$ cat config.mk
export PLATFORM = sky130hd
export DESIGN_NAME = frame_scanout_flat
export DESIGN_NICKNAME = d
export VERILOG_FILES = /design/src/rtl/frame_scanout_pkg.sv /design/src/rtl/frame_scanout_if.sv /design/src/rtl/frame_scanout_fifo.sv /design/src/rtl/frame_scanout.sv /design/src/flat_wrapper.sv
export SDC_FILE = /design/constraint.sdc
export NUM_CORES = 1
export LEC_CHECK = 0
export CAP_MARGIN = 0
export CORE_MARGIN = 2
export CORE_UTILIZATION = 45
export CTS_CLUSTER_DIAMETER = 100
export DETAILED_ROUTE_END_ITERATION = 8
export PLACE_DENSITY = 0.7
export SLEW_MARGIN = 10
export SYNTH_ARGS = -nofsm -noshare
export SYNTH_HDL_FRONTEND = slang
export SYNTH_SLANG_ARGS = --single-unit
$ cat constraint.sdc
create_clock -name clk -period 6.3 [get_ports clk]
set_clock_uncertainty 0.15 [all_clocks]
set_input_delay 1.575 -clock clk [delete_from_list [all_inputs] [get_ports clk]]
set_output_delay 1.575 -clock clk [all_outputs]
set_load 0.005 [all_outputs]
$ cat src/rtl/frame_scanout_pkg.sv
// frame_scanout_pkg: shared types and constants for the frame scan-out block.
// Revision: 1.0
`default_nettype none

package frame_scanout_pkg;

  localparam int FIFO_DEPTH = 4;
  localparam int CNT_W      = $clog2(FIFO_DEPTH + 1);

  typedef enum logic [1:0] {
    ST_IDLE  = 2'd0,
    ST_RUN   = 2'd1,
    ST_DRAIN = 2'd2,
    ST_FIN   = 2'd3
  } state_e;

  // A FIFO entry is {data, pix_flags_t}; the data width is a parameter of the top.
  typedef struct packed {
    logic sof;
    logic eol;
    logic eof;
  } pix_flags_t;

endpackage

`default_nettype wire

$ cat src/rtl/frame_scanout_if.sv
// frame_scanout_if: RAM read port plus output pixel stream of the scan-out block.
// Revision: 1.0
`default_nettype none

interface frame_scanout_if #(
  parameter int DATA_W = 32,
  parameter int ADDR_W = 17
);
  logic              rd_en;
  logic [ADDR_W-1:0] rd_addr;
  logic [DATA_W-1:0] rd_data;
  logic              pix_valid;
  logic              pix_ready;
  logic [DATA_W-1:0] pix_data;
  logic              pix_sof;
  logic              pix_eol;
  logic              pix_eof;

  modport master (
    output rd_en, rd_addr, pix_valid, pix_data, pix_sof, pix_eol, pix_eof,
    input  rd_data, pix_ready
  );

  modport slave (
    input  rd_en, rd_addr, pix_valid, pix_data, pix_sof, pix_eol, pix_eof,
    output rd_data, pix_ready
  );
endinterface

`default_nettype wire

$ cat src/rtl/frame_scanout_fifo.sv
// scanout_fifo: FIFO_DEPTH-entry synchronous FIFO with count, same-cycle push+pop.
// Revision: 1.0
`default_nettype none

module scanout_fifo
  import frame_scanout_pkg::*;
#(
  parameter int W = 35
) (
  input  wire logic             clk,
  input  wire logic             rst_n,
  input  wire logic             i_push,
  input  wire logic [W-1:0]     i_data,
  input  wire logic             i_pop,
  output logic      [W-1:0]     o_data,
  output logic      [CNT_W-1:0] o_count,
  output logic                  o_empty
);

  localparam int PW = $clog2(FIFO_DEPTH);

  logic [W-1:0]     r_mem [FIFO_DEPTH];
  logic [PW-1:0]    r_wr;
  logic [PW-1:0]    r_rd;
  logic [CNT_W-1:0] r_count;
  logic             w_push;
  logic             w_pop;

  assign w_pop   = i_pop && (r_count != '0);
  assign w_push  = i_push && ((r_count != CNT_W'(FIFO_DEPTH)) || w_pop);
  assign o_data  = r_mem[r_rd];
  assign o_count = r_count;
  assign o_empty = (r_count == '0);

  always_ff @(posedge clk or negedge rst_n) begin
    if (!rst_n) begin
      for (int i = 0; i < FIFO_DEPTH; i++) r_mem[i] <= '0;
      r_wr    <= '0;
      r_rd    <= '0;
      r_count <= '0;
    end else begin
      if (w_push) begin
        r_mem[r_wr] <= i_data;
        r_wr        <= r_wr + PW'(1);
      end
      if (w_pop) r_rd <= r_rd + PW'(1);
      case ({w_push, w_pop})
        2'b10:   r_count <= r_count + CNT_W'(1);
        2'b01:   r_count <= r_count - CNT_W'(1);
        default: r_count <= r_count;
      endcase
    end
  end

endmodule

`default_nettype wire

$ cat src/rtl/frame_scanout.sv
// frame_scanout: raster read-out of the pixel RAM into a valid/ready stream with frame markers.
// Optional macro FRAME_SCANOUT_CHECKSUM_EN adds a running sum of accepted pixels.
`default_nettype none

module frame_scanout
  import frame_scanout_pkg::*;
#(
  parameter int WIDTH  = 320,
  parameter int HEIGHT = 240,
  parameter int DATA_W = 32,
  parameter int ADDR_W = 17
) (
  input  wire logic         clk,
  input  wire logic         reset_n,
  input  wire logic         start,
  frame_scanout_if.master   bus,
  output logic              busy,
  output logic              frame_done
`ifdef FRAME_SCANOUT_CHECKSUM_EN
  ,
  output logic [DATA_W-1:0] checksum
`endif
);

  localparam int XW = (WIDTH  > 1) ? $clog2(WIDTH)  : 1;
  localparam int YW = (HEIGHT > 1) ? $clog2(HEIGHT) : 1;
  localparam int EW = DATA_W + $bits(pix_flags_t);

  localparam logic [1:0] S_IDLE  = ST_IDLE;
  localparam logic [1:0] S_RUN   = ST_RUN;
  localparam logic [1:0] S_DRAIN = ST_DRAIN;
  localparam logic [1:0] S_FIN   = ST_FIN;

  logic [1:0]        r_state;
  logic [XW-1:0]     r_x;
  logic [YW-1:0]     r_y;
  logic [ADDR_W-1:0] r_addr;
  logic              r_inflight;
  pix_flags_t        r_iss_flags;

  logic [CNT_W-1:0]  w_count;
  logic [CNT_W-1:0]  w_used;
  logic              w_empty;
  logic              w_issue;
  logic              w_pop;
  logic              w_last_x;
  logic              w_last_y;
  pix_flags_t        w_iss_flags;
  logic [EW-1:0]     w_head;
  logic [DATA_W-1:0] w_head_data;
  pix_flags_t        w_head_flags;

  assign w_last_x    = (r_x == XW'(WIDTH - 1));
  assign w_last_y    = (r_y == YW'(HEIGHT - 1));
  assign w_iss_flags = '{sof: (r_x == '0) && (r_y == '0), eol: w_last_x, eof: w_last_x && w_last_y};

  // Credit check: one slot is kept for the read in flight so the FIFO never overflows.
  assign w_used  = w_count + CNT_W'(r_inflight);
  assign w_issue = (r_state == S_RUN) && (w_used <= CNT_W'(FIFO_DEPTH - 2));
  assign w_pop   = !w_empty && bus.pix_ready;

  assign {w_head_data, w_head_flags} = w_head;

  assign bus.rd_en     = w_issue;
  assign bus.rd_addr   = r_addr;
  assign bus.pix_valid = !w_empty;
  assign bus.pix_data  = w_head_data;
  assign bus.pix_sof   = !w_empty && w_head_flags.sof;
  assign bus.pix_eol   = !w_empty && w_head_flags.eol;
  assign bus.pix_eof   = !w_empty && w_head_flags.eof;
  assign busy          = (r_state != S_IDLE);
  assign frame_done    = (r_state == S_FIN);

  scanout_fifo #(.W(EW)) u_fifo (
    .clk     (clk),
    .rst_n   (reset_n),
    .i_push  (r_inflight),
    .i_data  ({bus.rd_data, r_iss_flags}),
    .i_pop   (w_pop),
    .o_data  (w_head),
    .o_count (w_count),
    .o_empty (w_empty)
  );

  always_ff @(posedge clk or negedge reset_n) begin
    if (!reset_n) begin
      r_state     <= S_IDLE;
      r_x         <= '0;
      r_y         <= '0;
      r_addr      <= '0;
      r_inflight  <= 1'b0;
      r_iss_flags <= '0;
    end else begin
      r_inflight <= w_issue;
      if (w_issue) r_iss_flags <= w_iss_flags;
      case (r_state)
        S_IDLE: begin
          if (start) begin
            r_state <= S_RUN;
            r_x     <= '0;
            r_y     <= '0;
            r_addr  <= '0;
          end
        end
        S_RUN: begin
          if (w_issue) begin
            if (w_iss_flags.eof) begin
              r_state <= S_DRAIN;
            end else begin
              r_addr <= r_addr + ADDR_W'(1);
              if (w_last_x) begin
                r_x <= '0;
                if (!w_last_y) r_y <= r_y + YW'(1);
              end else begin
                r_x <= r_x + XW'(1);
              end
            end
          end
        end
        // The eof entry is the last one ever pushed, so its acceptance empties the FIFO.
        S_DRAIN: if (w_pop && w_head_flags.eof) r_state <= S_FIN;
        S_FIN:   r_state <= S_IDLE;
        default: r_state <= S_IDLE;
      endcase
    end
  end

`ifdef FRAME_SCANOUT_CHECKSUM_EN
  always_ff @(posedge clk or negedge reset_n) begin
    if (!reset_n)                        checksum <= '0;
    else if ((r_state == S_IDLE) && start) checksum <= '0;
    else if (w_pop)                      checksum <= checksum + w_head_data;
  end
`endif

endmodule

`default_nettype wire

$ cat src/flat_wrapper.sv
// flat-port wrapper written by rule: the top's interface ports become plain ports
module frame_scanout_flat import frame_scanout_pkg::*;
#(
  parameter int WIDTH  = 320,
  parameter int HEIGHT = 240,
  parameter int DATA_W = 32,
  parameter int ADDR_W = 17
)
  (clk, reset_n, start, busy, frame_done, bus_rd_en, bus_rd_addr, bus_pix_valid, bus_pix_data, bus_pix_sof, bus_pix_eol, bus_pix_eof, bus_rd_data, bus_pix_ready);
  frame_scanout_if #(.DATA_W(DATA_W), .ADDR_W(ADDR_W)) bus_i ();
  input  wire logic clk;
  input  wire logic reset_n;
  input  wire logic start;
  output logic busy;
  output logic frame_done;
  output wire logic [$bits(bus_i.rd_en)-1:0] bus_rd_en;
  output wire logic [$bits(bus_i.rd_addr)-1:0] bus_rd_addr;
  output wire logic [$bits(bus_i.pix_valid)-1:0] bus_pix_valid;
  output wire logic [$bits(bus_i.pix_data)-1:0] bus_pix_data;
  output wire logic [$bits(bus_i.pix_sof)-1:0] bus_pix_sof;
  output wire logic [$bits(bus_i.pix_eol)-1:0] bus_pix_eol;
  output wire logic [$bits(bus_i.pix_eof)-1:0] bus_pix_eof;
  input wire logic [$bits(bus_i.rd_data)-1:0] bus_rd_data;
  input wire logic [$bits(bus_i.pix_ready)-1:0] bus_pix_ready;
  assign bus_rd_en = bus_i.rd_en;
  assign bus_rd_addr = bus_i.rd_addr;
  assign bus_pix_valid = bus_i.pix_valid;
  assign bus_pix_data = bus_i.pix_data;
  assign bus_pix_sof = bus_i.pix_sof;
  assign bus_pix_eol = bus_i.pix_eol;
  assign bus_pix_eof = bus_i.pix_eof;
  assign bus_i.rd_data = bus_rd_data;
  assign bus_i.pix_ready = bus_pix_ready;
  frame_scanout #(.WIDTH(WIDTH), .HEIGHT(HEIGHT), .DATA_W(DATA_W), .ADDR_W(ADDR_W)) u_core (.clk(clk), .reset_n(reset_n), .start(start), .bus(bus_i), .busy(busy), .frame_done(frame_done));
endmodule
**Word level (Yosys, flattened, before mapping)**

Index checks and enable logic that the tools add are counted.

- Add/sub/neg operators: 8
- Magnitude comparators: 4
- Equal/unequal tests: 15
- Muxes and demuxes: 27
- Bitwise gates (word level): 2
- Reduce and logical (&&, ||, !) cells: 24

Operator list:

| kind | count |
|---|---|
| 140-bit bitwise mux | 1 |
| 35-bit two-way mux | 3 |
| 35-bit binary-select mux with 2-bit select | 1 |
| 35-bit demux with 2-bit select | 1 |
| 17-bit two-way mux | 3 |
| 8-bit two-way mux | 5 |
| 9-bit two-way mux | 4 |
| 17-bit one-hot mux with 2 select lines | 1 |
| 9-bit one-hot mux with 2 select lines | 1 |
| 17-bit by 1-bit adder with 17-bit output, second input constant | 1 |
| 8-bit one-hot mux with 2 select lines | 1 |
| 1-bit logical AND | 11 |
| 9-bit by 1-bit adder with 9-bit output, second input constant | 1 |
| 9-bit == test, second input constant | 1 |
| 9-bit zero test | 1 |
| 8-bit by 1-bit adder with 8-bit output, second input constant | 1 |
| 8-bit == test, second input constant | 1 |
| 8-bit zero test | 1 |
| 2-bit two-way mux | 4 |
| 2-bit by 1-bit inequality test with 1-bit output, second input constant | 4 |
| 2-bit one-hot mux with 4 select lines | 1 |
| 4-bit AND reduction | 2 |
| 2-bit == test, second input constant | 3 |
| 3-bit greater-or-equal comparator, second input constant | 2 |
| 18 further kinds | 25 |

- Bits in registers: 187
- Input port bits: 36
- Output and inout port bits: 56
- Logic and storage cells: 95

**Depth between registers and ports, before layout**

Gate-level depths: netlist of run 1.

- Depth after elaboration: 8
- Mapped depth: 10
- Depth with buffers taken out: 9

**Modules after synthesis**

Synthesis of run 1 repeated with hierarchy kept, for this count alone.

- Cells, all modules: 650
- Area, all modules: 8976.1 um^2

Modules (own cells, without submodules):

| module | times used | cells each | area an instance (um^2) | seq. area each (um^2) |
|---|---|---|---|---|
| scanout_fifo | 1 | 375 | 6481.2 | 3678.5 |
| frame_scanout | 1 | 275 | 2494.9 | 1001.0 |

**Worst setup path after synthesis of run 1**

OpenSTA, ideal clock, no wires.

- Path kind: input to register
- Start: in bus_pix_ready
- End: reg u_core.u_fifo.r_count[2] (netlist: u_core.u_fifo.o_count[2])
- Setup time: 80 ps
- Arrival time: 3053 ps
- Slack: 3017 ps
- Stages on the path: 9
- Path buffers: 1
- Cells stage by stage: o41a_1 > clkbuf_1 > inv_1 > ha_1 > inv_1 > fa_1 > xor2_1 > nor2_1 > xnor2_1

- Cells in the longest elaborated chain, start to end: 6
- Elaborated cells on any way between the ends: 8
- Those cells by class: eq/ne (2); mux (1); reduce/logical (5)

RTL lines:

| what | line | RTL |
|---|---|---|
| from (decl) | flat_wrapper.sv:24 | `input wire logic [$bits(bus_i.pix_ready)-1:0] bus_pix_ready;` |
| 1-bit logical AND * | frame_scanout.sv:60 | `assign w_pop = !w_empty && bus.pix_ready;` |
| 1-bit logical AND * | frame_scanout_fifo.sv:29 | `assign w_pop = i_pop && (r_count != '0);` |
| 1-bit logical OR | frame_scanout_fifo.sv:30 | `assign w_push = i_push && ((r_count != CNT_W'(FIFO_DEPTH)) \|\| w_pop);` |
| 1-bit logical AND | frame_scanout_fifo.sv:30 |  |
| 2-bit by 1-bit == test with 1-bit output / 2-bit == test (equally long branches) | frame_scanout_fifo.sv:47 | `case ({w_push, w_pop})` |
| 3-bit one-hot mux with 2 select lines / 2-bit nonzero test (equally long branches) | - |  |
| to (signal assigned) | frame_scanout_fifo.sv:48 | `2'b10: r_count <= r_count + CNT_W'(1);` |
| to (signal assigned) | frame_scanout_fifo.sv:49 | `2'b01: r_count <= r_count - CNT_W'(1);` |
| to (signal assigned) | frame_scanout_fifo.sv:50 | `default: r_count <= r_count;` |
| to (decl) | frame_scanout_fifo.sv:25 | `logic [CNT_W-1:0] r_count;` |

Mark *: on every way between the ends. The rest lies on a longest branch, timed or not.
A chain may end at the register's enable or synchronous reset.

**Worst setup path in the final report of run 1**

- Start: reg u_core.u_fifo.r_rd[0]
- End: out bus_pix_data[25]

- Cells in the longest elaborated chain, start to end: 4

RTL lines:

| what | line | RTL |
|---|---|---|
| from (decl) | frame_scanout_fifo.sv:24 | `logic [PW-1:0] r_rd;` |
| from (signal assigned) | frame_scanout_fifo.sv:46 | `if (w_pop) r_rd <= r_rd + PW'(1);` |
| 2-bit inverter with 3-bit output (not written as such) | frame_scanout_fifo.sv:31 | `assign o_data = r_mem[r_rd];` |
| 35-bit binary-select mux with 2-bit select | frame_scanout_fifo.sv:31 |  |
| 35-bit two-way mux (not written as such) (2 in series) | frame_scanout_fifo.sv:31 |  |
| to (decl) | flat_wrapper.sv:19 | `output wire logic [$bits(bus_i.pix_data)-1:0] bus_pix_data;` |

No other way between the ends. The select of a mux whose other input is x is not followed.

==> results.cfg, run 1 <==
[critical_path]
setup.worst_path.class = reg -> out
critPathArrivalTime_ns = 2.88
reg2reg_from = u_core.r_state[1]$_DFFE_PN0P_
r2r_slack_ns = 3.35
required_ns = 4.58
worstSetupEndpoint = bus_pix_data[25]
worst-path-max-fanout = 29
critPathLaunch = u_core.u_fifo.r_rd[0]$_DFFE_PN0P_
critical_path.endpoint_type = primary output
regToRegEndpoint = u_core.bus.rd_addr[15]$_DFFE_PN0P_
crit_path_start_kind = register
reg2reg_depth = 8

[die]
die_y_um = 144
start_util_pct = 45.8
die_x_um = 144
core_um2 = 19400
ios = 92
rows = 51
die_area_um2 = 20900

[sta]
rsz0062_at_grt = false
layout_min_cycle_time_ns = 4.60
clock.fmax_mhz = 217
tightest_slew_ns = 1.05
slew_viol_final = 0
slew_headroom_pct = 29.8
finalCritPeriodShare_pct = 73.0
setup_viol = 0
hold_violations = 0
holdWs_ns = 0.353
finalSetupTns_ns = 0
timing.final.ws_setup_ns = 1.70

[logic_synthesis]
syn_nets = 706
synthArstFlopShare_pct = 100
yosys_most_used_dff = dfrtp_1
synth_warnings = 0
yosysSeqAreaShare_pct = 52.7
synth_area_um2 = 8880
synth_edf_count = 0
synth_cell_type_count = 58
syn-mean-instance-area_um2 = 13.6
yosys_register_bits = 187
syn_inst = 653

[clock_network]
cts.clk_slew.worst_paths_ns = 0.07
clock_sinks = 187
numCtsBuffers = 17
htreeDepth = 4
cts_tree = built
clockRootBuffer = clkbuf_16
post-cts-setup-buffers = 0
ctsResizeCount = 0
clk_latency_ns = 0.44
ctsHoldBuffers = 0
clk_path_buf_depth = 2

[finish]
drive_gt1_share_pct = 31.5
n_antenna_cell = 0
fin_area_um2 = 10600
fin_cells = 1010
fin_nets = 785
syn2layout_area_growth_pct = 19.3

[power_and_ir_drop]
p_per_area_nw_per_um2 = 484
ir_worst_vdd_mv = 0.206
combPwrFrac_pct = 39.3
p_clk_share_pct = 21.1
p_leak_nw = 4.55
seq_power_share_pct = 39.6
p_switching_mw = 1.66
swShare_pct = 32.3
p_int_mw = 3.47

[routing]
wl_per_cell_um = 18.9
drt-initial-drc-count = 472
dr.pass1.iters = 5
vias = 5735
antenna_left = 0
viasPerCell = 5.68
wl_mm = 19.0
drc = 0

[placed_design]
portBuffers = 91
place_congestion = 0.840
hpwl_mm = 12.1
dp_cells = 978
place_worst_setup_slack_ns = 2.08
placed_cell_area_um2 = 9990

[grt]
grt_pass1_vias = 5976
antenna_found_initial = 0
grt_overflow_total = 0
grt_pass1_wl_mm = 31.0
grtUsageTotal_pct = 19.1
grt_max_degree = 102

[status]
status = completed

[job]
drv_cap = 0

[hold_path]
hp-start = u_core.u_fifo.r_mem[60]$_DFFE_PN0P_
hold_class = reg -> reg
final cells by class:
cell class	instances	area [um2]
fillers	1611	8800
flip-flops and latches	187	4680
multi-input cells	409	3950
repair buffers	97	957
clock buffers	17	425
well taps	265	332
clock inverters	15	175
inverters	20	75.1
logic make-up (layout without fill, tap and decap cells):
kind of cell | Yosys count | in the layout | share of synthesized area, %
AO/OA/AOI/OAI | 87 | 87 | 7.10
XOR/XNOR | 8 | 8 | 0.789
flip-flops | 187 | 187 | 52.7
multiplexers | 176 | 176 | 26.8
adder cells (fa/ha/maj) | 17 | 17 | 2.48
buffers and inverters | 57 | 149 | 2.93
AND/OR/NAND/NOR | 121 | 121 | 7.23
sequential cells by signal, summed over array words and instances, names as in the netlist:
register and cells:
u_core.u_fifo.r_rd 2, u_core.r_state 2, u_core.bus.rd_addr 17, u_core.u_fifo.r_mem 140, u_core.r_x 9, u_core.r_y 8
u_core.u_fifo.o_count 3, u_core.r_iss_flags 3, u_core.u_fifo.r_wr 2, u_core.r_inflight 1
power groups by stage:
stage	clock, mW	sequential (mW)	combinational, mW
final	1.08	2.03	2.01
after global routing	1.15	2.10	2.20
after CTS	1.10	2.03	2.04
after detailed placement	0	2.06	2.03
after global placement	0	2.01	1.96
after floorplan	0	1.85	1.37
routing by layer:
layer  vias to the layer above  GRT usage [%]  part of all wire (%)
met2                       162           31.1                    49
li1                       2610              -                     -
met3                        17           3.64                   4.3
met4                         0           5.98                  0.95
met5                         -              0                     0
met1                      2946           26.1                    45
worst min path at each step:
stage / end / cells after the start / slack [ns]
after floorplan: u_core.r_y[7]$_DFFE_PN0P_ / 1 / 0.32
after global placement: u_core.u_fifo.r_mem[45]$_DFFE_PN0P_ / 1 / 0.33
after detailed placement: u_core.u_fifo.r_mem[60]$_DFFE_PN0P_ / 1 / 0.34
after CTS: u_core.u_fifo.r_mem[60]$_DFFE_PN0P_ / 1 / 0.35
after global routing: u_core.u_fifo.r_mem[60]$_DFFE_PN0P_ / 1 / 0.36
final: u_core.u_fifo.r_mem[60]$_DFFE_PN0P_ / 1 / 0.35
Yosys cell counts (all sizes together), types with 10 or more instances:
library cell / number / share of area (%)
o21ai: 26 / 1.6
inv: 20 / 0.85
clkbuf: 15 / 0.63
mux4: 35 / 8.9
mux2: 141 / 18
nor2: 10 / 0.42
buf: 22 / 1.5
nand3: 22 / 1.3
ha: 16 / 2.3
nand2: 36 / 1.5
dfrtp: 187 / 53
a31oi: 13 / 0.92
a21oi: 12 / 0.68
cell usage in the layout (no fill, tap or decap), drive strengths merged, types with 2 or more instances in the layout:
| master | instances |
|---|---|
| nor3 | 4 |
| ha | 16 |
| o31ai | 3 |
| clkdlybuf4s50 | 90 |
| o211ai | 8 |
| xnor2 | 5 |
| mux2 | 141 |
| or4 | 4 |
| nand3 | 22 |
| nor4 | 8 |
| nor2b | 6 |
| a21o | 3 |
| clkbuf | 17 |
| xor2 | 3 |
| and2 | 4 |
| a31oi | 13 |
| a22o | 2 |
| o41ai | 3 |
| or3 | 8 |
| o21ai | 26 |
| and3 | 4 |
| o311ai | 2 |
| clkinv | 5 |
| o31a | 2 |
| nand4 | 8 |
| nor2 | 10 |
| buf | 7 |
| nor4b | 3 |
| mux4 | 35 |
| dfrtp | 187 |
| nand2 | 36 |
| a41oi | 2 |
| a21oi | 12 |
| inv | 28 |
per-stage QoR:
| stage | power [mW] | util [%] |
|---|---|---|
| detailed placement | 4.09 | 51.5 |
| CTS | 5.18 | 54.6 |
| finish | 5.13 | 54.6 |
| floorplan | 3.22 | - |
| global route | 5.45 | 54.6 |
| global placement | 3.97 | 51.5 |
critical path, stage by stage (launching register included):
cell and delay, ns:
dfrtp_2 1.06, buf_4 0.38, mux4_2 0.54, clkdlybuf4s50_1 0.47
Note: power is estimated with default switching activity, not from simulation.
==> run 2, diff against run 1 <==
PLACE_DENSITY = 0.72   (was 0.7)
clock period = 4.2 ns   (was 6.3 ns; I/O delays follow)
==> results.cfg, run 2 (synthesized netlist as in run 1, its figures left out) <==
[critical_path]
critPathBufInv = 2
reg2reg_from = u_core.r_state[1]$_DFFE_PN0P_
setup.worst_path.class = reg -> out
critical_path.endpoint_type = primary output
critPathLaunch = u_core.u_fifo.o_count[0]$_DFFE_PN0P_
worstSetupEndpoint = bus_rd_en
path_depth = 7
reg2reg_depth = 8
crit_path_start_kind = register
crit_chain = ha_1 > ha_1 > xor2_1 > a21oi_1 > nand2_1 > inv_1 > clkdlybuf4s50_1
regToRegEndpoint = u_core.bus.rd_addr[15]$_DFFE_PN0P_
slowest_delay_ns = 0.47
r2r_slack_ns = 1.26
required_ns = 3.00
cp_top_family = buffers and inverters
worst-path-max-fanout = 7
path_common_cell = ha_1
slowest_stage = xor2_1
critPathArrivalTime_ns = 2.58

[power_and_ir_drop]
p_leak_nw = 4.59
p_per_area_nw_per_um2 = 720
ir_worst_vdd_mv = 0.335

[finish]
fin_area_um2 = 10700
fin_util_pct = 55.1
final_cell_mix = dfrtp_1 (185), mux2_2 (141), clkdlybuf4s50_1 (90)
fin_nets = 793
syn2layout_area_growth_pct = 20.4
layout_commonest_cell = dfrtp_1
fillers = 1598
largest_reg_flops = 140
n_antenna_cell = 0
drive_gt1_share_pct = 31.7
largest-register = u_core.u_fifo.r_mem

[sta]
clock.fmax_mhz = 265
hold_violations = 0
setup_viol = 0
layout_min_cycle_time_ns = 3.78
rsz0062_at_grt = false
timing.final.ws_setup_ns = 0.423
finalSetupTns_ns = 0
finalCritPeriodShare_pct = 89.9
tightest_slew_ns = 0.876
slew_viol_final = 0
slew_headroom_pct = 41.1
holdWs_ns = 0.353

[job]
drv_cap = 0

[clock_network]
clockRootBuffer = clkbuf_16
cts.clk_slew.worst_paths_ns = 0.07
clock_sinks = 187
ctsHoldBuffers = 0
cts_tree = built
clk_path_buf_depth = 2
htreeDepth = 4
ctsResizeCount = 0
clk_latency_ns = 0.43
post-cts-setup-buffers = 0
numCtsBuffers = 17

[status]
status = completed

[routing]
drt-initial-drc-count = 403
viasPerCell = 5.70
vias = 5805
wl_per_cell_um = 19.1
drc = 0
wl_mm = 19.5
dr.pass1.iters = 5
antenna_left = 0

[grt]
grtUsageTotal_pct = 19.7
antenna_found_initial = 1
grt_pass1_vias = 6047
grt_max_degree = 86
grt_overflow_total = 0
grt_pass1_wl_mm = 31.6

[die]
start_util_pct = 45.8
ios = 92
core_um2 = 19400
die_y_um = 144
die_area_um2 = 20900
rows = 51
die_x_um = 144

[placed_design]
portBuffers = 91
hpwl_mm = 12.7
placed_cell_area_um2 = 10100
place_worst_setup_slack_ns = 0.837
place_congestion = 0.822

[hold_path]
hold_class = reg -> reg
[run 2: cell count changes in the layout (fill, tap and decap cells not counted)]
cell        before  now
clkinvlp_4       1    3
clkbuf_1         0    4
clkinv_8         2    0
inv_8            5    1
buf_4            6    8
clkbuf_8         0    1
clkinv_2         1    0
buf_12           0    6
[run 2: layout make-up]
cell class	count	area [um2]	area share, %
sequential	187	4680	43.8
clock buffer	22	454	4.25
tap	265	332	3.10
timing repair buffer	105	1090	10.2
inverter	20	75.1	0.702
clock inverter	10	108	1.01
multi-input combinational	409	3950	36.9
[run 2: worst min-delay path by stage]
stage,from,cells past startpoint,end
6_report,u_core.u_fifo.r_mem[54]$_DFFE_PN0P_,1,u_core.u_fifo.r_mem[54]$_DFFE_PN0P_
5_1_grt,u_core.u_fifo.r_mem[54]$_DFFE_PN0P_,1,u_core.u_fifo.r_mem[54]$_DFFE_PN0P_
4_1_cts,u_core.u_fifo.r_mem[64]$_DFFE_PN0P_,1,u_core.u_fifo.r_mem[64]$_DFFE_PN0P_
3_5_place_dp,u_core.u_fifo.r_mem[64]$_DFFE_PN0P_,1,u_core.u_fifo.r_mem[64]$_DFFE_PN0P_
3_3_place_gp,u_core.u_fifo.r_mem[49]$_DFFE_PN0P_,1,u_core.u_fifo.r_mem[49]$_DFFE_PN0P_
2_1_floorplan,u_core.r_y[7]$_DFFE_PN0P_,1,u_core.r_y[7]$_DFFE_PN0P_
[run 2: through the flow]
stage,cells,power [mW]
finish,1018,7.70
CTS,1018,7.76
global placement,986,6.01
detailed placement,986,6.20
floorplan,653,4.83
global route,1018,8.20
[run 2: power breakdown]
group	internal [mW]	switching (mW)
logic	1.91	1.27
clock network	0.845	0.702
registers	2.49	0.473
total	5.25	2.45
[run 2: layer usage]
layer | share of wire, % | track usage [%] | vias up | wire length [um]
met5 | 0 | 0 | - | 0
met4 | 0.80 | 5.21 | 0 | 155
met3 | 4.6 | 5.03 | 13 | 893
met2 | 48 | 31.3 | 154 | 9330
met1 | 47 | 27.2 | 3024 | 9090
li1 | - | - | 2614 | -
